--- src/rtl/fpu_pkg.sv ---
// Shared floating-point types: rounding modes, exception flag bundle and the
// canonical quiet-NaN builder used by the FP datapath blocks.
package fpu_pkg;

    typedef enum logic [1:0] {
        RNE = 2'd0,
        RTZ = 2'd1,
        RUP = 2'd2,
        RDN = 2'd3
    } rnd_mode_e;

    typedef struct packed {
        logic invalid;
        logic overflow;
        logic underflow;
        logic inexact;
    } fp_flags_t;

    // Canonical qNaN {0, all-ones exponent, 1, 0...} right-aligned in 64 bits;
    // callers slice off the low 1+exp_w+man_w bits.
    function automatic logic [63:0] qnan_bits(input int exp_w, input int man_w);
        logic [63:0] v;
        v = '0;
        for (int i = 0; i < exp_w; i++) begin
            v[man_w+i] = 1'b1;
        end
        v[man_w-1] = 1'b1;
        return v;
    endfunction

endpackage

--- src/rtl/fpu_round_pack.sv ---
// Combinational normalise/round/pack of a raw significand product into an
// IEEE-style word with overflow/underflow saturation per rounding mode.
module fpu_round_pack
    import fpu_pkg::*;
#(
    parameter int EXP_W = 8,
    parameter int MAN_W = 23,
    localparam int W    = 1 + EXP_W + MAN_W,
    localparam int P    = 2 * MAN_W + 2
) (
    input  logic                    sign_i,
    input  logic signed [EXP_W+1:0] exp_i,
    input  logic [P-1:0]            prod_i,
    input  rnd_mode_e               rnd_i,
    output logic [W-1:0]            res_o,
    output fp_flags_t               flags_o
);

    localparam logic signed [EXP_W+1:0] EXP_SAT = (EXP_W+2)'(2**EXP_W - 1);

    logic [P-1:0]            norm;
    logic signed [EXP_W+1:0] exp_n;
    logic signed [EXP_W+1:0] exp_r;
    logic [MAN_W+1:0]        mant_r;
    logic                    lsb, g, r, s, inexact, round_up;
    logic [W-1:0]            inf_res, max_res;

    always_comb begin
        // Product of two [1,2) significands lies in [1,4): at most one shift.
        norm  = prod_i[P-1] ? prod_i : {prod_i[P-2:0], 1'b0};
        exp_n = exp_i + {{(EXP_W+1){1'b0}}, prod_i[P-1]};

        lsb     = norm[P-1-MAN_W];
        g       = norm[P-2-MAN_W];
        r       = norm[P-3-MAN_W];
        s       = |norm[P-4-MAN_W:0];
        inexact = g | r | s;

        case (rnd_i)
            RNE:     round_up = g & (r | s | lsb);
            RTZ:     round_up = 1'b0;
            RUP:     round_up = !sign_i & inexact;
            RDN:     round_up = sign_i & inexact;
            default: round_up = 1'b0;
        endcase

        // A carry out of the hidden bit leaves an all-zero fraction; only the
        // exponent needs to absorb it.
        mant_r = {1'b0, norm[P-1 -: MAN_W+1]} + {{(MAN_W+1){1'b0}}, round_up};
        exp_r  = exp_n + {{(EXP_W+1){1'b0}}, mant_r[MAN_W+1]};

        inf_res = {sign_i, {EXP_W{1'b1}}, {MAN_W{1'b0}}};
        max_res = {sign_i, {(EXP_W-1){1'b1}}, 1'b0, {MAN_W{1'b1}}};

        flags_o = '0;
        if (exp_r >= EXP_SAT) begin
            flags_o.overflow = 1'b1;
            flags_o.inexact  = 1'b1;
            case (rnd_i)
                RNE:     res_o = inf_res;
                RTZ:     res_o = max_res;
                RUP:     res_o = sign_i ? max_res : inf_res;
                RDN:     res_o = sign_i ? inf_res : max_res;
                default: res_o = inf_res;
            endcase
        end else if (exp_r[EXP_W+1] || exp_r == '0) begin
            flags_o.underflow = 1'b1;
            flags_o.inexact   = 1'b1;
            res_o             = {sign_i, {(W-1){1'b0}}};
        end else begin
            flags_o.inexact = inexact;
            res_o           = {sign_i, exp_r[EXP_W-1:0], mant_r[MAN_W-1:0]};
        end
    end

endmodule

--- src/rtl/fpu_mult_pipe.sv ---
// Two-stage valid/ready floating-point multiplier: stage 1 unpacks, classifies
// and multiplies significands; stage 2 rounds/packs and tracks sticky flags.
module fpu_mult_pipe
    import fpu_pkg::*;
#(
    parameter int EXP_W = 8,
    parameter int MAN_W = 23,
    parameter int TAG_W = 4,
    localparam int W    = 1 + EXP_W + MAN_W
) (
    input  logic             clk,
    input  logic             rst_n,
    input  logic             in_valid,
    output logic             in_ready,
    input  logic [W-1:0]     i_op_a,
    input  logic [W-1:0]     i_op_b,
    input  logic [1:0]       i_rnd,
    input  logic [TAG_W-1:0] i_tag,
    output logic             out_valid,
    input  logic             out_ready,
    output logic [W-1:0]     o_res,
    output logic [TAG_W-1:0] o_tag,
    output logic [3:0]       o_flags,
    input  logic             flags_clr,
    output logic [3:0]       o_sticky
);

    localparam int P = 2 * MAN_W + 2;
    localparam logic signed [EXP_W+1:0] BIAS_S = (EXP_W+2)'(2**(EXP_W-1) - 1);
    localparam logic [63:0]  QNAN64 = qnan_bits(EXP_W, MAN_W);
    localparam logic [W-1:0] QNAN   = QNAN64[W-1:0];

    logic en1, en2, xfer_out;

    logic [EXP_W-1:0]        ea, eb;
    logic [MAN_W-1:0]        ma, mb;
    logic                    a_zero, b_zero, a_inf, b_inf, a_nan, b_nan;
    logic                    sign_d, spec_d;
    logic [W-1:0]            spec_res_d;
    fp_flags_t               spec_flags_d;
    logic signed [EXP_W+1:0] exp_d;
    logic [P-1:0]            prod_d;

    logic                    s1_valid_q, sign_q, spec_q;
    logic signed [EXP_W+1:0] exp_q;
    logic [P-1:0]            prod_q;
    rnd_mode_e               rnd_q;
    logic [TAG_W-1:0]        tag_q;
    logic [W-1:0]            spec_res_q;
    fp_flags_t               spec_flags_q;

    logic [W-1:0]            rp_res, res_d;
    fp_flags_t               rp_flags, flags_d;

    logic                    out_valid_q;
    logic [W-1:0]            res_q;
    logic [TAG_W-1:0]        otag_q;
    logic [3:0]              flags_q, sticky_q;

    assign en2      = !out_valid_q || out_ready;
    assign en1      = !s1_valid_q || en2;
    assign in_ready = en1;
    assign xfer_out = out_valid_q && out_ready;

    always_comb begin
        ea = i_op_a[W-2:MAN_W];
        eb = i_op_b[W-2:MAN_W];
        ma = i_op_a[MAN_W-1:0];
        mb = i_op_b[MAN_W-1:0];

        // Subnormals (exp == 0) count as zero regardless of fraction.
        a_zero = (ea == '0);
        b_zero = (eb == '0);
        a_inf  = (&ea) && (ma == '0);
        b_inf  = (&eb) && (mb == '0);
        a_nan  = (&ea) && (ma != '0);
        b_nan  = (&eb) && (mb != '0);

        sign_d = i_op_a[W-1] ^ i_op_b[W-1];
        exp_d  = $signed({2'b00, ea}) + $signed({2'b00, eb}) - BIAS_S;
        prod_d = (P)'({1'b1, ma}) * (P)'({1'b1, mb});

        spec_d       = 1'b1;
        spec_flags_d = '0;
        spec_res_d   = '0;
        if (a_nan || b_nan || (a_inf && b_zero) || (b_inf && a_zero)) begin
            spec_res_d           = QNAN;
            spec_flags_d.invalid = 1'b1;
        end else if (a_inf || b_inf) begin
            spec_res_d = {sign_d, {EXP_W{1'b1}}, {MAN_W{1'b0}}};
        end else if (a_zero || b_zero) begin
            spec_res_d = {sign_d, {(W-1){1'b0}}};
        end else begin
            spec_d = 1'b0;
        end
    end

    always_ff @(posedge clk or negedge rst_n) begin
        if (!rst_n) begin
            s1_valid_q   <= 1'b0;
            sign_q       <= 1'b0;
            exp_q        <= '0;
            prod_q       <= '0;
            rnd_q        <= RNE;
            tag_q        <= '0;
            spec_q       <= 1'b0;
            spec_res_q   <= '0;
            spec_flags_q <= '0;
        end else if (en1) begin
            s1_valid_q <= in_valid;
            if (in_valid) begin
                sign_q       <= sign_d;
                exp_q        <= exp_d;
                prod_q       <= prod_d;
                rnd_q        <= rnd_mode_e'(i_rnd);
                tag_q        <= i_tag;
                spec_q       <= spec_d;
                spec_res_q   <= spec_res_d;
                spec_flags_q <= spec_flags_d;
            end
        end
    end

    fpu_round_pack #(
        .EXP_W (EXP_W),
        .MAN_W (MAN_W)
    ) u_round_pack (
        .sign_i  (sign_q),
        .exp_i   (exp_q),
        .prod_i  (prod_q),
        .rnd_i   (rnd_q),
        .res_o   (rp_res),
        .flags_o (rp_flags)
    );

    assign res_d   = spec_q ? spec_res_q : rp_res;
    assign flags_d = spec_q ? spec_flags_q : rp_flags;

    always_ff @(posedge clk or negedge rst_n) begin
        if (!rst_n) begin
            out_valid_q <= 1'b0;
            res_q       <= '0;
            otag_q      <= '0;
            flags_q     <= '0;
            sticky_q    <= '0;
        end else begin
            if (en2) begin
                out_valid_q <= s1_valid_q;
                if (s1_valid_q) begin
                    res_q   <= res_d;
                    otag_q  <= tag_q;
                    flags_q <= flags_d;
                end
            end
            // Clear wins, but a result leaving this cycle still lands in the sticky set.
            if (flags_clr) begin
                sticky_q <= xfer_out ? flags_q : 4'b0000;
            end else if (xfer_out) begin
                sticky_q <= sticky_q | flags_q;
            end
        end
    end

    assign out_valid = out_valid_q;
    assign o_res     = res_q;
    assign o_tag     = otag_q;
    assign o_flags   = flags_q;
    assign o_sticky  = sticky_q;

endmodule

--- config.mk ---
export PLATFORM = sky130hd
export DESIGN_NAME = fpu_mult_pipe
export DESIGN_NICKNAME = d
export VERILOG_FILES = /design/src/rtl/fpu_pkg.sv /design/src/rtl/fpu_round_pack.sv /design/src/rtl/fpu_mult_pipe.sv
export SDC_FILE = /design/constraint.sdc
export NUM_CORES = 2
export LEC_CHECK = 0
export BUFFER_PORTS_ARGS = -buffer_cell sky130_fd_sc_hd__buf_2
export CORE_MARGIN = 1
export CORE_UTILIZATION = 55
export CTS_CLUSTER_SIZE = 28
export DETAILED_ROUTE_END_ITERATION = 7
export PLACE_DENSITY = 0.84
export SYNTH_ARGS = -nofsm -noshare
export SYNTH_HDL_FRONTEND = slang
export SYNTH_SLANG_ARGS = --single-unit
--- constraint.sdc ---
create_clock -name clk -period 4.5 [get_ports clk]
set_input_delay 0.45 -clock clk [delete_from_list [all_inputs] [get_ports clk]]
set_output_delay 0.45 -clock clk [all_outputs]
set_load 0.02 [all_outputs]
==> summary.txt <==
Status
  – Status: finished, violations left
  – Failing checks: setup timing

Global routing
  – Largest net degree at the start of global routing: 81
  – GRT overflow: 0
  – Gr usage total: 0.3539
  – Initial antenna violation count: 4
  – First-pass GRT wire length: 128.8 mm
  – Vias in the first global route: 24680

STA
  – FMAX: 0.1453 GHz
  – RSZ-0062 raised after global routing: true
  – Worst-margin pin slew: 1.022 ns
  – Setup TNS: -71.79 ns
  – Endpoints failing hold: 0
  – Max-slew violations: 0
  – Setup-failing EPs final: 51
  – Max_slew headroom: 0.3183
  – Crit path time final: 6.884 ns
  – Clk_skew: 0.007264 ns
  – PnR worst setup slack: -2.384 ns
  – Crit share post-route: 1.530

Yosys
  – Ys async rst share: 1.000
  – Post-Syn Nets: 3654
  – Syn avg cell area: a little under 9 µm²
  – Most frequently used flop master after synthesis: dfrtp_1
  – Synth cell types: between 80 and 90
  – Synthesized instance count: 2903
  – Top cells by area, synth: fa_1, dfrtp_1, ha_1
  – Most instantiated library cell after synthesis: inv_1
  – Top-area cell type share of the netlist area: 0.3826
  – FF+latch count, synth: 115
  – Top cells by count, synth: inv_1, fa_1, nand2_1
  – Post-synth EDFFs: 0
  – Cell area after synthesis: 25320 µm²
  – Yosys warns: 0
  – Cell taking the most area after synthesis: fa_1
  – Post-synthesis sequential area ratio: 0.1136

Die
  – Core Area: 45380 µm²
  – Die X-Extent: 216.6 µm
  – Die area: 46900 µm²
  – Height of the die: 216.6 µm
  – Row count: 78
  – I/O pin total: around 120
  – Initial Util: 0.5580

Setup path
  – CP max FO: 9
  – R2r worst-path depth: 22
  – CP Capture Type: flip-flop
  – Arrival @ worst endpoint: about 7.2 ns
  – Critical path class: input pin to flip-flop
  – Type of origin of the critical path: input pin
  – Required @ worst endpoint: 4.85 ns

Detailed routing
  – Residual DRC count: 0
  – DRT Wirelength: 90.53 mm
  – Average via count per standard cell: 5.975
  – DRT Pass-1 Iters: 8
  – ANT nets after route: 0
  – Initial DRC count: 2805
  – Routed length per placed instance: approximately 23 µm
  – DR vias: approximately 24000

Worst hold path
  – Hold Path Class: input pin to asynchronous set/reset pin

Finish
  – Storage cell area: 2879 µm²
  – Layout cells sized above 1: 0.2827
  – Nets: 4088
  – Area grow syn2layout: 29.22%
  – Fillers: 2791
  – Area of the multi-input gates: roughly 21000 µm²

Run
  – MaxCap Viol Count: 0

CTS
  – H-tree depth: 4
  – Clk_lat worst skew: 0.43 ns
  – Sink Count: 115
  – Clock buffer depth: 2
  – Clock Pin Slew Worst Setup and Hold Paths: 0.06 ns
  – Num CTS Buffers: 17
  – Root Driver: clkbuf_16
  – CTS tree: built

Placed design
  – Pre-CTS setup slack: -2.238 ns
  – # port buffers: 120
  – DP HPWL: 60.43 mm
  – RD Place Congestion: 0.9738
==> area by class of cell <==
cell class / instances / area share
Sequential cell: 115 / 0.08799
Tap cell: 600 / 0.02294
Multi-Input combinational cell: 2044 / 0.6494
Inverter: 604 / 0.07055
Timing Repair Buffer: 555 / 0.1515
Antenna cell: 1 / 0.00007648
Clock buffer: 17 / 0.01300
Clock inverter: 15 / 0.004512
==> metrics by stage <==
stage | cell area, µm² | utilization | hold slack (ns) | instances
floorplan | 26120 | - | 0.1544 | 2903
global placement | 29200 | 0.6435 | 0.4512 | 3818
detailed placement | 29200 | 0.6435 | 0.4648 | 3818
CTS | 31720 | 0.6990 | 0.2129 | 3914
global route | 32720 | 0.7210 | 0.2240 | 3951
finish | 32720 | 0.7210 | 0.1971 | 3951
==> repair_timing <==
item                                   CTS  global route
setup endpoints to repair               74            75
buffers inserted                        64            39
hold buffers                             0             0
pin swaps                              148            92
cloned                                   4             4
resized for setup                      380           155
endpoints found under the hold margin    0             0
==> logic make-up (layout without fill, tap and decap cells) <==
logic type | count (synthesis) | count (layout) | synth area share
adder cells (fa/ha/maj) | 676 | 676 | 0.4775
other | 0 | 1 | 0
AND/OR/NAND/NOR | 968 | 968 | 0.1826
multiplexers | 24 | 24 | 0.009635
XOR/XNOR | 84 | 84 | 0.02905
AO/OA/AOI/OAI | 292 | 292 | 0.07318
flip-flops | 115 | 115 | 0.1136
buffers and inverters | 744 | 1191 | 0.1143
==> critical path, cell delays in order <==
cell and delay, ns:
buf_6 0.13, buf_6 0.15, and2_1 0.19, fa_1 0.70
inv_1 0.13, fa_1 0.57, inv_1 0.07, fa_2 0.43
fa_2 0.49, fa_1 0.47, fa_1 0.50, inv_1 0.08
fa_1 0.43, inv_1 0.26, ha_4 0.27, a21o_1 0.18
a211oi_2 0.17, o31a_2 0.20, o211ai_4 0.16, a311oi_4 0.41
buf_4 0.21, o21bai_4 0.07, a211o_1 0.33, nand3_2 0.13
==> sequential cells by signal (all words and copies together) (netlist names) <==
signal and cells:
out_valid 1, exp_q 10, s1_valid_q 1, o_tag 4, prod_q 48, o_sticky 4
tag_q 4, o_flags 4, o_res 32, spec_res_q 3, sign_q 1, spec_q 1
rnd_q 2
==> per-layer routing <==
metal,wire [µm],GRT usage,vias up
li1,-,-,9665
met2,41630,0.5855,1767
met5,39,0,-
met4,7090,0.1998,6
met1,30660,0.4243,11550
met3,11110,0.08407,617
==> cell usage in the layout, fill, tap and decap left out, types with 21 or more instances in the layout <==
cell type / instances
inv_1: 543
fa_1: 451
nand2_1: 437
buf_4: 321
and2_1: 210
ha_1: 154
dfrtp_1: 114
buf_6: 99
buf_2: 82
nor2_1: 77
a21oi_1: 56
inv_2: 51
o21ai_1: 40
and2_4: 39
o21ai_0: 39
nand3_1: 35
xor2_1: 35
fa_2: 33
ha_4: 33
xnor2_1: 31
nand4_1: 28
buf_12: 26
a21oi_2: 24
a21o_1: 22
mux2i_1: 21
==> path summary, 6_finish.rpt <==
kind	startpoint	end	slack (ns)
setup / recovery	i_op_b[1]	prod_q[35]	-2.38
hold / removal	rst_n	o_res[15]	0.20
setup reg to reg	prod_q[20]	o_res[6]	-0.08
hold reg to reg	o_res[15]	o_res[15]	0.49
max in group asynchronous	rst_n	prod_q[47]	3.20
min in group clk	i_tag[0]	tag_q[0]	0.21
Power is left out: the tool's default activity adds up to more than one toggle a clock period on the data nets, which glitch-free logic cannot reach.
